==> src/rtl/cp0_unit.sv <==
// MIPS-style coprocessor-0 block: Count/Compare timer, Status, Cause, EPC,
// external interrupt synchronisation/edge latching and a registered interrupt request.
module cp0_unit #(
   parameter logic [31:0] HANDLER_ADDR = 32'h0000_0180
) (
   input  logic        clk,
   input  logic        reset,
   input  logic        ext_int,
   input  logic        we,
   input  logic [4:0]  waddr,
   input  logic [31:0] wdata,
   input  logic [4:0]  raddr,
   output logic [31:0] rdata,
   input  logic        exc_enter,
   input  logic [4:0]  exc_code,
   input  logic [31:0] epc_in,
   input  logic        eret,
   output logic        int_req,
   output logic [31:0] epc_out,
   output logic        exl,
   output logic [31:0] handler_addr
);

   localparam logic [4:0]  REG_COUNT   = 5'd9;
   localparam logic [4:0]  REG_COMPARE = 5'd11;
   localparam logic [4:0]  REG_STATUS  = 5'd12;
   localparam logic [4:0]  REG_CAUSE   = 5'd13;
   localparam logic [4:0]  REG_EPC     = 5'd14;
   localparam logic [31:0] STATUS_MASK = 32'h0000_8703;
   localparam logic [31:0] IP_MASK     = 32'h0000_8700;

   logic [31:0] count_q, count_d;
   logic [31:0] compare_q, compare_d;
   logic [31:0] status_q, status_d;
   logic [31:0] epc_q, epc_d;
   logic        ip7_q, ip7_d;
   logic        ip2_q, ip2_d;
   logic [1:0]  ip_sw_q, ip_sw_d;
   logic [4:0]  exc_code_q, exc_code_d;
   logic        sync1_q, sync1_d;
   logic        sync2_q, sync2_d;
   logic        ext_prev_q, ext_prev_d;
   logic        int_req_q, int_req_d;

   logic        wr_count, wr_compare, wr_status, wr_cause, wr_epc;
   logic        ext_rise;
   logic [31:0] cause_val;

   assign wr_count   = we && (waddr == REG_COUNT);
   assign wr_compare = we && (waddr == REG_COMPARE);
   assign wr_status  = we && (waddr == REG_STATUS);
   assign wr_cause   = we && (waddr == REG_CAUSE);
   assign wr_epc     = we && (waddr == REG_EPC);
   assign ext_rise   = sync2_q && !ext_prev_q;
   assign cause_val  = {16'h0000, ip7_q, 4'h0, ip2_q, ip_sw_q, 1'b0, exc_code_q, 2'b00};

   always_comb begin
      sync1_d    = ext_int;
      sync2_d    = sync1_q;
      ext_prev_d = sync2_q;

      int_req_d  = ((cause_val & status_q & IP_MASK) != 32'h0) && status_q[0] && !status_q[1];

      count_d    = wr_count ? wdata : count_q + 32'd1;
      compare_d  = wr_compare ? wdata : compare_q;

      // A Compare write acknowledges the timer, even against a same-cycle match
      ip7_d = ip7_q;
      if (wr_compare)
         ip7_d = 1'b0;
      else if (count_q == compare_q)
         ip7_d = 1'b1;

      // A fresh edge must never be lost to a concurrent write-1-to-clear
      ip2_d   = ext_rise || (ip2_q && !(wr_cause && wdata[10]));
      ip_sw_d = wr_cause ? wdata[9:8] : ip_sw_q;

      exc_code_d = exc_code_q;
      if (exc_enter)
         exc_code_d = exc_code;
      else if (wr_cause)
         exc_code_d = wdata[6:2];

      status_d = wr_status ? (wdata & STATUS_MASK) : status_q;
      if (exc_enter)
         status_d[1] = 1'b1;
      else if (eret)
         status_d[1] = 1'b0;

      epc_d = epc_q;
      if (exc_enter)
         epc_d = epc_in & ~32'd3;
      else if (wr_epc)
         epc_d = wdata & ~32'd3;
   end

   always_ff @(posedge clk or posedge reset) begin
      if (reset) begin
         count_q    <= 32'h0;
         compare_q  <= 32'hFFFF_FFFF;
         status_q   <= 32'h0;
         epc_q      <= 32'h0;
         ip7_q      <= 1'b0;
         ip2_q      <= 1'b0;
         ip_sw_q    <= 2'b00;
         exc_code_q <= 5'd0;
         sync1_q    <= 1'b0;
         sync2_q    <= 1'b0;
         ext_prev_q <= 1'b0;
         int_req_q  <= 1'b0;
      end else begin
         count_q    <= count_d;
         compare_q  <= compare_d;
         status_q   <= status_d;
         epc_q      <= epc_d;
         ip7_q      <= ip7_d;
         ip2_q      <= ip2_d;
         ip_sw_q    <= ip_sw_d;
         exc_code_q <= exc_code_d;
         sync1_q    <= sync1_d;
         sync2_q    <= sync2_d;
         ext_prev_q <= ext_prev_d;
         int_req_q  <= int_req_d;
      end
   end

   always_comb begin
      rdata = 32'h0;
      case (raddr)
         REG_COUNT:   rdata = count_q;
         REG_COMPARE: rdata = compare_q;
         REG_STATUS:  rdata = status_q;
         REG_CAUSE:   rdata = cause_val;
         REG_EPC:     rdata = epc_q;
         default:     rdata = 32'h0;
      endcase
   end

   assign int_req      = int_req_q;
   assign epc_out      = epc_q;
   assign exl          = status_q[1];
   assign handler_addr = HANDLER_ADDR;

endmodule

==> config.mk <==
export PLATFORM = sky130hd
export DESIGN_NAME = cp0_unit
export DESIGN_NICKNAME = d
export VERILOG_FILES = /design/src/rtl/cp0_unit.sv
export SDC_FILE = /design/constraint.sdc
export NUM_CORES = 1
export LEC_CHECK = 0
export ABC_AREA = 1
export BUFFER_PORTS_ARGS = -buffer_cell sky130_fd_sc_hd__buf_2
export CAP_MARGIN = 10
export CORE_ASPECT_RATIO = 1.75
export CORE_MARGIN = 8
export CORE_UTILIZATION = 44
export CTS_CLUSTER_DIAMETER = 120
export DETAILED_ROUTE_END_ITERATION = 8
export PLACE_DENSITY = 0.69
export SYNTH_ARGS = -nofsm -noshare
export SYNTH_HDL_FRONTEND = slang
export SYNTH_SLANG_ARGS = --single-unit
==> constraint.sdc <==
create_clock -name clk -period 4 [get_ports clk]
set_input_delay 0.8 -clock clk [delete_from_list [all_inputs] [get_ports clk]]
set_output_delay 0.8 -clock clk [all_outputs]
set_load 0.005 [all_outputs]
==> impl_metrics.yaml <==
status:
  status: "finished clean"
synthesis:
  yosysTopAreaCell: "dfrtp_1"
  synth_warnings: 0
  synth_seq_cells: 113
  synth_cell_types: 41
  synth_top_family_by_area: "simple AND/OR/NAND/NOR gates"
  ys_async_sr_fraction_pct: 100.0
  synth_simple_gate_area_share_pct: 31.40
  synth_top_area_share_pct: 29.63
  synth-main-ff-cell: "dfrtp_1"
  synth_area_leaders: "dfrtp_1 (30%), nand2_1 (18%), dfstp_2 (12%)"
  synth_compound_area_share_pct: 10.44
  syn_area_per_cell_um2: 7.445
  synth-edff-count: 0
  syn_inst: 919
  synth_adder_area_share_pct: 0.1829
  ys_seq_area_share_pct: 41.92
  syn_area_um2: 6842
  synthXorXnorAreaFrac_pct: 4.993
  synth_mux_area_share_pct: 0
clock_tree:
  cts_tree: "built"
  post_cts_resized: 0
  htree_levels: 4
  cts_sinks: 113
  cts_setup_buffers: 0
  clk_pin_slew_ns: 0.05
  numCtsBuffers: 17
  insertion_delay_ns: 0.41
  root_buffer: "clkbuf_16"
  clk_path_buf_depth: 2
  postCtsHoldBufs: 0
worst_setup_path:
  reg2reg_from: "count_q[0]$_DFF_PP0_"
  rr_worst_depth: 10
  cpMaxStageDelayCell: "inv_1"
  crit_start: "raddr[4]"
  crit_buf_inv: 6
  crit_arrival_ns: 2.54
  reg2reg_slack_ns: 2.24
  cp_max_fo: 20
  cp.required_ns: 3.20
  critPathKind: "in -> out"
  path_cells: "buf_2 > inv_1 > nand2_1 > nor2_1 > inv_1 > nor2_1 > buf_4 > inv_1 > o211ai_1 > buf_2"
  max_stage_delay_ns: 0.42
  cp.depth: 10
  crit_family: "buffers and inverters"
  crit_path_end_kind: "primary output"
  startpoint_type: "primary input"
  cp_common_cell: "inv_1"
  r2r_end: "count_q[22]$_DFF_PP0_"
  critPathCapture: "rdata[11]"
route:
  wire_per_inst_um: 18.64
  drtAntennaViolNets: 0
  drt_iter0_markers: 388
  vias: 6549
  wl_mm: 23.37
  dr.pass1.iters: 7
  viasPerCell: 5.222
  route.detailed.drc: 0
cells_and_area:
  layout_common_cells: "nand2_1 (320), buf_2 (146), dfrtp_1 (81)"
  fin_nets: 1141
  drive_gt1_share_pct: 24.25
  insertedDiodeCount: 0
  fillCellCount: 1537
  layout_commonest_cell: "nand2_1"
  syn2layout_area_growth_pct: 19.15
  final_area_um2: 8152
power:
  leakage_nw: 4.045
  sequentialPowerShare_pct: 41.9
  p_sw_share_pct: 32.83
  p_sw_w: 0.001313
  pwr_density_cell_nw_per_um2: 490.5
  p_clk_share_pct: 37.2
  vdd_drop_max_mv: 0.2899
  intPower_w: 0.002685
  power.share.combinational_pct: 20.9
  finalPower_w: 0.003998
floorplanning:
  num_io_pins: 183
  dieArea_um2: 19950
  fp.dieW_um: 110.3
  start_util_pct: 44.67
  core-area_um2: 15310
  die_h_um: 181.0
  row_count: 60
placement:
  io_buffers: 146
  post-dp-hpwl_mm: 17.90
  postPlaceCellArea_um2: 7569
  place_congestion: 0.9478
timing:
  skew_ns: 0.005613
  max_slew_margin_pct: 40.22
  worstMarginPinSlew_ns: 0.8956
  clock.fmax_ghz: 0.2997
  hold_viol_final: 0
  setup_viol: 0
  setup_tns_ns: 0
  layout_min_cycle_time_ns: 3.336
  slew_violations: 0
  finalCritPeriodShare_pct: 83.40
  rsz0062_at_grt: "no"
global_routing:
  grt_overflow: 0
  grt.total_usage_pct: 23.49
  grt_pass1_vias: 6558
  antenna_found_initial: 0
  grt_max_degree: 70
  grt_pass1_wl_mm: 35.18
hold_path:
  min_from: "sync1_q$_DFF_PP0_"
  hold_path_class: "reg -> reg"
job:
  drv_cap: 0
## per-stage QoR
step                      util (%)  hold slack, ns  worst slack [ns]  cells
after global placement       49.42          0.3366            0.6885   1222
after floorplan                  -          0.3312            0.2656    951
after global routing         53.23          0.3556            0.4917   1254
after CTS                    53.23          0.3541            0.6849   1254
after detailed placement     49.42          0.3411            0.6899   1222
final                        53.23          0.3493            0.6639   1254
## sequential cells by signal, summed over array words and instances, names as in the netlist
register and flops:
compare_q 32, count_q 32, epc_out 30, status_q 6, exc_code_q 5, ip_sw_q 2
ext_prev_d 1, ext_prev_q 1, int_req 1, ip2_q 1, ip7_q 1, sync1_q 1
## kinds of logic after synthesis
kind of cell,Yosys count
AND/OR/NAND/NOR,489
buffers and inverters,154
AO/OA/AOI/OAI,121
flip-flops,113
XOR/XNOR,39
other,2
adder cells (fa/ha/maj),1
## cells in the mapped netlist (3+ instances only)
cell type and n:
nand2_1 320, dfrtp_1 81, nand3_1 76, inv_1 75
o21ai_0 54, nor2_1 48, buf_4 38, dfstp_2 32
xnor2_1 27, o21ai_1 18, buf_2 15, clkbuf_1 15
a21oi_1 13, o211ai_1 12, xor2_1 12, a22oi_1 9
nor2_4 8, o221ai_1 8, nand4_1 7, inv_2 6
nand2_2 6, nor3_1 6, nand2_4 4, nor2_2 4
nand3_2 3, o2111ai_1 3
## per-layer routing
layer | track usage [%] | part of all wire, % | vias up
met5 | 0 | 0 | -
met2 | 41.14 | 52 | 269
li1 | - | - | 3148
met3 | 4.063 | 5.4 | 71
met4 | 18.50 | 8.0 | 0
met1 | 23.22 | 34 | 3061
## power by group through the flow
stage,registers (W),logic (W),clock network (W)
after global placement,0.00168,0.000814,0
after global routing,0.00171,0.000947,0.00155
final,0.00168,0.000836,0.00149
after detailed placement,0.00169,0.000833,0
after floorplan,0.00160,0.000663,0
after CTS,0.00167,0.000840,0.00150
## final cells by class
class                   instances  area (um2)  area share (%)
multi-input cells             684        3344           41.03
flip-flops and latches        113        2868           35.18
repair buffers                157       813.3           9.977
clock buffers                  20       446.7           5.480
inverters                      82       310.3           3.807
well taps                     186       232.7           2.855
clock inverters                12       136.4           1.673
## worst reg2reg max path, stage by stage, from the launching register on
cell     delay (ns)
dfrtp_1        0.46
ha_1           0.22
nand3_1        0.17
inv_2          0.14
nand3_2        0.12
nor2_4         0.22
nand2_1        0.07
nand2_1        0.06
nand2_1        0.05
nand2_1        0.06
o21ai_2        0.05
## worst min path at each step
stage | depth (start not counted) | to | slack (ns)
after floorplan | 0 | ext_prev_d$_DFF_PP0_ | 0.33
after global placement | 0 | ext_prev_d$_DFF_PP0_ | 0.34
after detailed placement | 0 | ext_prev_d$_DFF_PP0_ | 0.34
after CTS | 0 | ext_prev_d$_DFF_PP0_ | 0.35
after global routing | 0 | ext_prev_d$_DFF_PP0_ | 0.36
final | 0 | ext_prev_d$_DFF_PP0_ | 0.35
Note: power is estimated with default switching activity, not from simulation.
